==> src/rtl/jtag_master_seq.sv <==
// jtag_master_seq: on-chip IEEE 1149.1 JTAG master driven by a command stream.
//
// Runs one command at a time: TAP reset, IR scan, DR scan or free-running idle
// clocks. For each command it produces TCK/TMS/TDI/TRSTn, captures TDO, and
// returns one response. The TAP is assumed to be in Run-Test/Idle between
// commands, and every command leaves it there.
//
// Ports
//   clk_in, reset         system clock, synchronous active-high reset
//   cmd_valid/cmd_ready   command handshake; cmd_ready is high only when idle
//   cmd_op                0=TAP_RESET 1=SCAN_IR 2=SCAN_DR 3=IDLE_CLK
//   cmd_len               scan length in bits, or TCK count for IDLE_CLK
//   cmd_data              TDI bits, LSB shifted first
//   rsp_valid/rsp_ready   response handshake; data is held until consumed
//   rsp_data              captured TDO bits (bit i = i-th captured bit)
//   rsp_err               scan command rejected for an illegal length
//   busy                  high from command accept until response handshake
//   jtag_tck/tms/tdi      TAP drive
//   jtag_trstn            TAP reset, active low, held for TAP_RESET commands
//   jtag_tdo              TAP data out
//
// Timing: a TCK slot is 2*CLK_DIV clk_in cycles, low half first. TMS/TDI
// change on the edge that starts a slot; TDO is sampled on the edge that
// raises TCK. The first slot starts on the accept edge, so rsp_valid rises
// exactly 2*CLK_DIV*(TCK count) clk_in cycles after the accept edge; commands
// that produce no TCKs respond on the accept edge itself. There is no further
// FSM overhead.

module jtag_master_seq #(
  parameter int unsigned DATA_W  = 64,
  parameter int unsigned LEN_W   = $clog2(DATA_W + 1),
  parameter int unsigned CLK_DIV = 4
) (
  input  logic              clk_in,
  input  logic              reset,
  input  logic              cmd_valid,
  output logic              cmd_ready,
  input  logic [1:0]        cmd_op,
  input  logic [LEN_W-1:0]  cmd_len,
  input  logic [DATA_W-1:0] cmd_data,
  output logic              rsp_valid,
  input  logic              rsp_ready,
  output logic [DATA_W-1:0] rsp_data,
  output logic              rsp_err,
  output logic              busy,
  output logic              jtag_tck,
  output logic              jtag_tms,
  output logic              jtag_tdi,
  output logic              jtag_trstn,
  input  logic              jtag_tdo
);

  typedef enum logic [1:0] {
    OpTapReset = 2'd0,
    OpScanIr   = 2'd1,
    OpScanDr   = 2'd2,
    OpIdleClk  = 2'd3
  } op_e;

  typedef enum logic [2:0] {
    StIdle,
    StPre,
    StShift,
    StPost,
    StRsp
  } state_e;

  // The slot counter must also hold the 6-slot TAP reset sequence.
  localparam int unsigned CNT_W = (LEN_W > 3) ? LEN_W : 3;
  localparam int unsigned DIV_W = (CLK_DIV > 1) ? $clog2(2 * CLK_DIV) : 1;

  localparam logic [DIV_W-1:0] DivRise = DIV_W'(CLK_DIV - 1);
  localparam logic [DIV_W-1:0] DivLast = DIV_W'(2 * CLK_DIV - 1);
  localparam logic [LEN_W-1:0] LenMax  = LEN_W'(DATA_W);

  state_e              r_state;
  op_e                 r_op;
  logic [LEN_W-1:0]    r_len;
  logic [DATA_W-1:0]   r_data;
  logic [CNT_W-1:0]    r_cnt;
  logic [DIV_W-1:0]    r_div;
  logic                r_rsp_valid;
  logic [DATA_W-1:0]   r_rsp_data;
  logic                r_rsp_err;
  logic                r_tck;
  logic                r_tms;
  logic                r_tdi;
  logic                r_trstn;

  op_e                 w_cmd_op;
  logic                w_len_zero;
  logic                w_len_big;
  logic                w_cmd_no_tck;
  logic                w_cmd_err;
  logic [CNT_W-1:0]    w_len_ext;
  logic [CNT_W-1:0]    w_phase_len;
  logic [CNT_W-1:0]    w_cnt_inc;
  logic                w_phase_done;
  state_e              w_nx_state;
  logic [CNT_W-1:0]    w_nx_cnt;
  logic                w_nx_tms;
  logic                w_nx_tdi;
  logic                w_capture;

  // Command legality, evaluated on the raw command inputs at accept time.
  assign w_cmd_op   = op_e'(cmd_op);
  assign w_len_zero = (cmd_len == '0);
  assign w_len_big  = (cmd_len > LenMax);

  always_comb begin
    w_cmd_err    = 1'b0;
    w_cmd_no_tck = 1'b0;
    case (w_cmd_op)
      OpScanIr, OpScanDr: begin
        w_cmd_err    = w_len_zero | w_len_big;
        w_cmd_no_tck = w_len_zero | w_len_big;
      end
      // Zero idle clocks is a legal no-op, not an error.
      OpIdleClk: w_cmd_no_tck = w_len_zero;
      default: ;
    endcase
  end

  // Number of slots in the current phase.
  assign w_len_ext = CNT_W'(r_len);

  always_comb begin
    w_phase_len = CNT_W'(2);
    case (r_state)
      StPre: begin
        if (r_op == OpTapReset) begin
          w_phase_len = CNT_W'(6);
        end else if (r_op == OpScanIr) begin
          w_phase_len = CNT_W'(4);
        end else begin
          w_phase_len = CNT_W'(3);
        end
      end
      StShift: w_phase_len = w_len_ext;
      default: w_phase_len = CNT_W'(2);
    endcase
  end

  assign w_cnt_inc    = r_cnt + CNT_W'(1);
  assign w_phase_done = (w_cnt_inc >= w_phase_len);

  // Which slot comes next when the current one ends.
  always_comb begin
    w_nx_state = r_state;
    w_nx_cnt   = w_cnt_inc;
    if (w_phase_done) begin
      w_nx_cnt = '0;
      case (r_state)
        StPre:   w_nx_state = (r_op == OpTapReset) ? StRsp : StShift;
        StShift: w_nx_state = (r_op == OpIdleClk) ? StRsp : StPost;
        default: w_nx_state = StRsp;
      endcase
    end
  end

  // TMS/TDI for the next slot.
  always_comb begin
    w_nx_tms = 1'b0;
    w_nx_tdi = 1'b0;
    case (w_nx_state)
      StPre: begin
        case (r_op)
          OpTapReset: w_nx_tms = (w_nx_cnt < CNT_W'(5));  // 1,1,1,1,1,0
          OpScanIr:   w_nx_tms = (w_nx_cnt < CNT_W'(2));  // 1,1,0,0
          default:    w_nx_tms = (w_nx_cnt == '0);        // 1,0,0
        endcase
      end
      StShift: begin
        if (r_op != OpIdleClk) begin
          // Leave Shift on the last bit so the TAP lands in Exit1.
          w_nx_tms = (w_nx_cnt == (w_len_ext - CNT_W'(1)));
          w_nx_tdi = |(r_data & (DATA_W'(1) << w_nx_cnt));
        end
      end
      StPost:  w_nx_tms = (w_nx_cnt == '0);               // 1,0
      default: ;
    endcase
  end

  assign w_capture = (r_state == StShift) && (r_op != OpIdleClk);

  always_ff @(posedge clk_in) begin
    if (reset) begin
      r_state     <= StIdle;
      r_op        <= OpTapReset;
      r_len       <= '0;
      r_data      <= '0;
      r_cnt       <= '0;
      r_div       <= '0;
      r_rsp_valid <= 1'b0;
      r_rsp_data  <= '0;
      r_rsp_err   <= 1'b0;
      r_tck       <= 1'b0;
      r_tms       <= 1'b1;
      r_tdi       <= 1'b0;
      r_trstn     <= 1'b1;
    end else begin
      case (r_state)
        StIdle: begin
          if (cmd_valid) begin
            r_op       <= w_cmd_op;
            r_len      <= cmd_len;
            r_data     <= cmd_data;
            r_cnt      <= '0;
            r_div      <= '0;
            r_rsp_data <= '0;
            r_rsp_err  <= 1'b0;
            r_tdi      <= 1'b0;
            if (w_cmd_no_tck) begin
              r_state     <= StRsp;
              r_rsp_valid <= 1'b1;
              r_rsp_err   <= w_cmd_err;
              r_tms       <= 1'b0;
            end else begin
              // The accept edge starts the first slot; its TMS is 1 for
              // everything except idle clocks.
              r_state <= (w_cmd_op == OpIdleClk) ? StShift : StPre;
              r_tms   <= (w_cmd_op != OpIdleClk);
              r_trstn <= (w_cmd_op != OpTapReset);
            end
          end
        end

        StPre, StShift, StPost: begin
          if (r_div == DivRise) begin
            r_tck <= 1'b1;
            r_div <= r_div + DIV_W'(1);
            // TDO still holds the value the TAP drove on the last falling TCK.
            if (w_capture) begin
              r_rsp_data <= r_rsp_data | (DATA_W'(jtag_tdo) << r_cnt);
            end
          end else if (r_div == DivLast) begin
            r_tck   <= 1'b0;
            r_div   <= '0;
            r_cnt   <= w_nx_cnt;
            r_state <= w_nx_state;
            r_tms   <= w_nx_tms;
            r_tdi   <= w_nx_tdi;
            if (w_nx_state == StRsp) begin
              r_rsp_valid <= 1'b1;
              r_trstn     <= 1'b1;
            end
          end else begin
            r_div <= r_div + DIV_W'(1);
          end
        end

        StRsp: begin
          if (rsp_ready) begin
            r_state     <= StIdle;
            r_rsp_valid <= 1'b0;
          end
        end

        default: r_state <= StIdle;
      endcase
    end
  end

  assign cmd_ready  = (r_state == StIdle);
  assign busy       = (r_state != StIdle);
  assign rsp_valid  = r_rsp_valid;
  assign rsp_data   = r_rsp_data;
  assign rsp_err    = r_rsp_err;
  assign jtag_tck   = r_tck;
  assign jtag_tms   = r_tms;
  assign jtag_tdi   = r_tdi;
  assign jtag_trstn = r_trstn;

endmodule
==> config.mk <==
export PLATFORM = sky130hd
export DESIGN_NAME = jtag_master_seq
export DESIGN_NICKNAME = d
export VERILOG_FILES = /design/src/rtl/jtag_master_seq.sv
export SDC_FILE = /design/constraint.sdc
export NUM_CORES = 1
export LEC_CHECK = 0
export BUFFER_PORTS_ARGS = -buffer_cell sky130_fd_sc_hd__clkbuf_2
export CORE_MARGIN = 2
export CORE_UTILIZATION = 40
export DETAILED_ROUTE_END_ITERATION = 10
export GPL_ROUTABILITY_DRIVEN = 0
export PLACE_DENSITY_LB_ADDON = 0.05
export SLEW_MARGIN = 20
export SYNTH_ARGS = -nofsm -noshare
export SYNTH_HDL_FRONTEND = slang
export SYNTH_SLANG_ARGS = --single-unit
export TNS_END_PERCENT = 20
==> constraint.sdc <==
create_clock -name clk_in -period 6.5 [get_ports clk_in]
set_input_delay 0.325 -clock clk_in [delete_from_list [all_inputs] [get_ports clk_in]]
set_output_delay 0.325 -clock clk_in [all_outputs]
set_load 0.005 [all_outputs]
==> results of run 1 <==
-- per-stage QoR --
step	instances	utilization	hold slack, ps
after floorplan	894	-	431.5
after global placement	1223	0.4583	441.2
after global routing	1255	0.4922	107.6
after CTS	1255	0.4919	96.78
after detailed placement	1223	0.4583	447.1
final	1255	0.4922	106.7
-- path summary, 6_finish.rpt --
path	from	to	slack [ps]	depth (start not counted)
setup / recovery	r_cnt[0]	r_cnt[2]	2580	13
hold / removal	cmd_data[46]	r_data[46]	110	3
setup reg to reg	r_cnt[0]	r_cnt[2]	2580	13
hold reg to reg	r_data[9]	r_data[9]	450	2
-- where the power goes --
group          leakage (nW)  internal (mW)  switching (mW)
clock network         0.282          0.545           0.446
registers              1.27           1.01          0.0418
logic                  1.89          0.121           0.230
total                  3.44           1.67           0.718
-- flip-flops by register name, summed over array words and instances (netlist names) --
register / flops
r_div: 3
rsp_err: 1
jtag_tdi: 1
rsp_valid: 1
r_state: 3
r_len: 7
r_op: 2
rsp_data: 64
r_cnt: 7
jtag_trstn: 1
jtag_tck: 1
jtag_tms: 1
r_data: 64
-- cells by family (layout without fill, tap and decap cells) --
group / after synthesis / in the layout / share of synthesized area
buf+inv: 67 / 203 / 0.03886
flops: 156 / 156 / 0.4449
fa+ha+maj: 15 / 15 / 0.02674
compound gates: 241 / 241 / 0.1995
xor+xnor: 17 / 17 / 0.02335
simple gates: 380 / 380 / 0.2380
mux: 18 / 18 / 0.02870
-- metal layers --
metal / vias to the layer above / track usage
met5: - / 0
met4: 0 / 0.06771
met3: 21 / 0.05518
met2: 196 / 0.3331
met1: 3139 / 0.3260
li1: 3346 / -
-- Yosys cell counts, drive strengths merged, types with 5 or more instances --
cell,count
nand3,16
nand2,183
and3,5
xnor2,7
xor2,10
a22oi,15
mux2,7
ha,15
o21ai,23
buf,19
a21oi,156
inv,11
o311ai,5
nor3b,7
mux2i,10
nor3,14
clkbuf,36
nor2b,7
o211ai,6
nand4,7
dfxtp,156
nand2b,10
nor2,111
-- critical path: cells and delay by family (launching register included) --
kind | cells | cell delay, ps
fa+ha+maj | 2 | 800
simple gates | 3 | 680
xor+xnor | 1 | 150
compound gates | 4 | 1030
flops | 1 | 310
buf+inv | 3 | 860
-- layout make-up --
type                            count  area (µm²)
Clock buffer                       18       429.2
Tap cell                          225       281.5
Inverter                           12       45.04
Sequential cell                   156        3123
Clock inverter                     14       150.1
Fill cell                        1800        8752
Multi-Input combinational cell    671        3635
Timing Repair Buffer              159       820.8
-- layout by cell type (no fill, tap or decap), types with 6 or more instances in the layout --
cell	Yosys	routed
dfxtp_1	156	156
xor2_1	9	9
nand2_1	183	182
nand4_1	7	7
a21oi_1	155	155
mux2i_1	10	10
nor2b_1	7	7
o21ai_0	23	23
inv_1	8	8
xnor2_1	6	6
nand3_1	15	15
clkbuf_16	0	17
o211ai_1	6	6
nand2b_1	10	9
nor3b_1	6	6
ha_1	15	15
a22oi_1	15	15
clkbuf_2	0	148
buf_4	1	10
nor3_1	12	11
nor2_1	107	107
==> results.json, run 1 <==
{
  "finalCritPeriodShare": 0.6030,
  "layout-drive-gt1-share": 0.2087,
  "place_ws_ps": 2685,
  "post_cts_resized": 0,
  "timing.max_cap.violations": 0,
  "placed_area_um2": 7900,
  "hold_buffers": 0,
  "synth_cells": 894,
  "tns_ps": 0,
  "status": "complete, no violations",
  "ctsRootBufferMaster": "clkbuf_16",
  "timing.fmax_ghz": 0.2551,
  "crit_chain": "buf_4 -> ha_1 -> xnor2_2 -> buf_4 -> inv_2 -> ha_1 -> a21o_1 -> a31oi_1 -> o21a_1 -> nand2_1 -> nor2_1 -> nand3b_1 -> a21oi_1",
  "design_power_total_mw": 2.390,
  "nets": 1110,
  "ys_seq_area_frac": 0.4449,
  "wl_met2_um": 8948,
  "stdcell_area_um2": 8484,
  "crit_fanout": 39,
  "cts_tree": "yes",
  "powerDensity_nw_per_um2": 281.6,
  "n_antenna_cell": 0,
  "fin_ws_ps": 2581,
  "htreeDepth": 4,
  "clk_latency_ps": 430,
  "wl_per_cell_um": 16.45,
  "skew_ps": 11.26,
  "clock_path_buffers": 2,
  "async_flop_share": 0,
  "ys_ff_latch": 156,
  "io_pins": 150,
  "overflow": 0,
  "die_h_um": 136.5,
  "crit_path_start_kind": "register",
  "max_stage_delay_ps": 460,
  "synthDistinctLibCells": 71,
  "rows": 48,
  "initialDrtViolationCount": 450,
  "grt_start_max_net_pins": 75,
  "post-route-min-period_ps": 3919,
  "grt_pass1_vias": 6255,
  "syn_to_final_growth_pct": 20.87,
  "hold_path_class": "in2reg",
  "wl_met3_um": 1277,
  "antenna_found_initial": 0,
  "worst_slew_pin_slew_ps": 813.4,
  "critical_path_class": "reg2reg",
  "dr.pass1.iters": 5,
  "syn_nets": 987,
  "drc_errors": 0,
  "dieWidth_um": 136.5,
  "grt_pass1_wl_um": 33150,
  "slew_headroom": 0.4557,
  "hold_viol_final": 0,
  "dr.max_layer_used": "met4",
  "ant_nets": 0,
  "initial_utilization": 0.4072,
  "syn_area_um2": 7019,
  "crit_path_end_kind": "register",
  "ys_warn_count": 0,
  "dieArea_um2": 18620,
  "grt_use_total": 0.2265,
  "vias": 6702,
  "path_clk_slew_ps": 70,
  "cts_made_buffers": 17,
  "met1_length_um": 10140,
  "slew_viol_final": 0,
  "setup_viol": 0,
  "cp.arrival_ps": 4270,
  "slowest_stage": "ha_1",
  "core_area_um2": 17240,
  "avgSynthCellArea_um2": 7.851,
  "critical_path_required_ps": 6850,
  "dp_hpwl_um": 14350,
  "port-buffer-count": 149,
  "synth_ff_type": "dfxtp_1",
  "vias_per_cell": 5.340,
  "post-cts-setup-buffers": 0,
  "synthTopCellsByArea": "dfxtp_1 44%, a21oi_1 11%, nand2_1 9.8%",
  "netlist.area_leader.share": 0.4449,
  "postRouteWirelength_um": 20640,
  "synth_edf_count": 0,
  "cts.sinks": 156,
  "vdd.ir_drop.worst_uv": 172.8,
  "synth.largest_area_cell": "dfxtp_1",
  "rsz0062_at_grt": "false",
  "p_leak_nw": 3.442
}
Note: power is estimated with default switching activity, not from simulation.
==> run 2, diff against run 1 <==
- clock period: 6.5 -> 4.1 ns (I/O delays scaled with it)
==> results.json, run 2 (same netlist as run 1, synthesis figures left out) <==
{
  "status": "complete, no violations",
  "ctsRootBufferMaster": "clkbuf_16",
  "crit_path_start_kind": "register",
  "timing.fmax_ghz": 0.3009,
  "cts.sinks": 156,
  "n_antenna_cell": 0,
  "crit_path_end_kind": "register",
  "vdd.ir_drop.worst_uv": 272.3,
  "port-buffer-count": 149,
  "hold_viol_final": 0,
  "initial_utilization": 0.4072,
  "cp.arrival_ps": 3660,
  "overflow": 0,
  "wl_per_cell_um": 15.98,
  "slowest_stage": "dfxtp_1",
  "grt_pass1_wl_um": 33660,
  "core_area_um2": 17240,
  "io_pins": 150,
  "clk_latency_ps": 420,
  "layout-drive-gt1-share": 0.2037,
  "slew_viol_final": 0,
  "cts_made_buffers": 17,
  "finalCritPeriodShare": 0.8106,
  "cts_tree": "yes",
  "post_cts_resized": 0,
  "setup_viol": 0,
  "ant_nets": 0,
  "vias": 6830,
  "timing.max_cap.violations": 0,
  "tns_ps": 0,
  "critical_path_class": "reg2reg",
  "postRouteWirelength_um": 20770,
  "crit_chain": "ha_1 -> nand3_1 -> nor2_1 -> xor2_1 -> ha_1 -> a21oi_1 -> o21a_1 -> o21a_1 -> nand2_1 -> nor2_1 -> nand3b_1 -> a21oi_1",
  "powerDensity_nw_per_um2": 420.8,
  "grt_pass1_vias": 6521,
  "grt_start_max_net_pins": 75,
  "min_from": "cmd_data[4]",
  "rows": 48,
  "max_stage_delay_ps": 490,
  "final_common_cell": "nand2_1",
  "clock_path_buffers": 2,
  "place_ws_ps": 800.2,
  "vias_per_cell": 5.254,
  "p_leak_nw": 3.631,
  "htreeDepth": 4,
  "dieWidth_um": 136.5,
  "skew_ps": 14.09,
  "dieArea_um2": 18620,
  "dr.pass1.iters": 5,
  "grt_use_total": 0.2302,
  "critical_path_required_ps": 4440,
  "dp_hpwl_um": 14170,
  "syn_to_final_growth_pct": 27.13,
  "hold_path_class": "in2reg",
  "cp-startpoint": "r_cnt[1]",
  "initialDrtViolationCount": 415,
  "crit_fanout": 11,
  "antenna_found_initial": 0,
  "slew_headroom": 0.3400,
  "rsz0062_at_grt": "false",
  "fin_ws_ps": 776.4,
  "post-route-min-period_ps": 3324,
  "r2r-start": "r_cnt[1]",
  "path_clk_slew_ps": 70,
  "worst_slew_pin_slew_ps": 990.0,
  "nets": 1155,
  "layout_common_cells": "182 x nand2_1, 156 x dfxtp_1, 155 x a21oi_1",
  "die_h_um": 136.5,
  "drc_errors": 0
}
==> run 2: repair_timing <==
action                     in CTS  in global routing
buffers inserted                0                  0
hold buffers                   42                  0
hold endpoints to repair       42                  0
setup endpoints to repair       0                  0
==> run 2: metrics by stage <==
stage | area, µm² | hold slack (ps) | total power [mW] | utilization | cells
after floorplan | 7019 | 341.0 | 2.061 | - | 894
after global placement | 7923 | 432.3 | 2.243 | 0.4596 | 1226
after detailed placement | 7923 | 432.8 | 2.244 | 0.4596 | 1226
after CTS | 8919 | 0.09828 | 3.807 | 0.5174 | 1300
after global routing | 8924 | 5.975 | 3.947 | 0.5177 | 1300
final | 8924 | 18.47 | 3.755 | 0.5177 | 1300
==> run 2: power breakdown <==
part / switching [mW] / internal [mW] / total [mW]
sequential: 0.0621 / 1.59 / 1.66
combinational: 0.366 / 0.218 / 0.584
clock: 0.704 / 0.810 / 1.51
total: 1.13 / 2.62 / 3.76
==> run 2: layer usage <==
layer | routed length [µm] | up-vias | track usage
li1 | - | 3436 | -
met2 | 9510 | 175 | 0.3567
met1 | 9925 | 3201 | 0.3205
met3 | 1110 | 18 | 0.05257
met5 | 0 | - | 0
met4 | 226 | 0 | 0.06366
==> run 2: final timing paths <==
check                           cells past startpoint  slack (ps)          to
worst max-delay path                               12         780    r_cnt[2]
worst min-delay path                                3          20   r_data[4]
worst max register to register                     12         780    r_cnt[2]
worst min register to register                      2         450  r_data[19]
==> run 2: critical path, delay by kind of cell (launching register included) <==
kind / cells / cell delay [ps]
AND/OR/NAND/NOR: 5 / 920
AO/OA/AOI/OAI: 4 / 860
adder cells (fa/ha/maj): 2 / 740
flip-flops: 1 / 490
XOR/XNOR: 1 / 220
==> run 2: layout make-up <==
cell class / count / area (µm²)
Clock buffer: 17 / 425.4
Fill cell: 1765 / 8313
Sequential cell: 156 / 3123
Timing Repair Buffer: 204 / 1264
Clock inverter: 15 / 150.1
Inverter: 12 / 45.04
Multi-Input combinational cell: 671 / 3635
Tap cell: 225 / 281.5
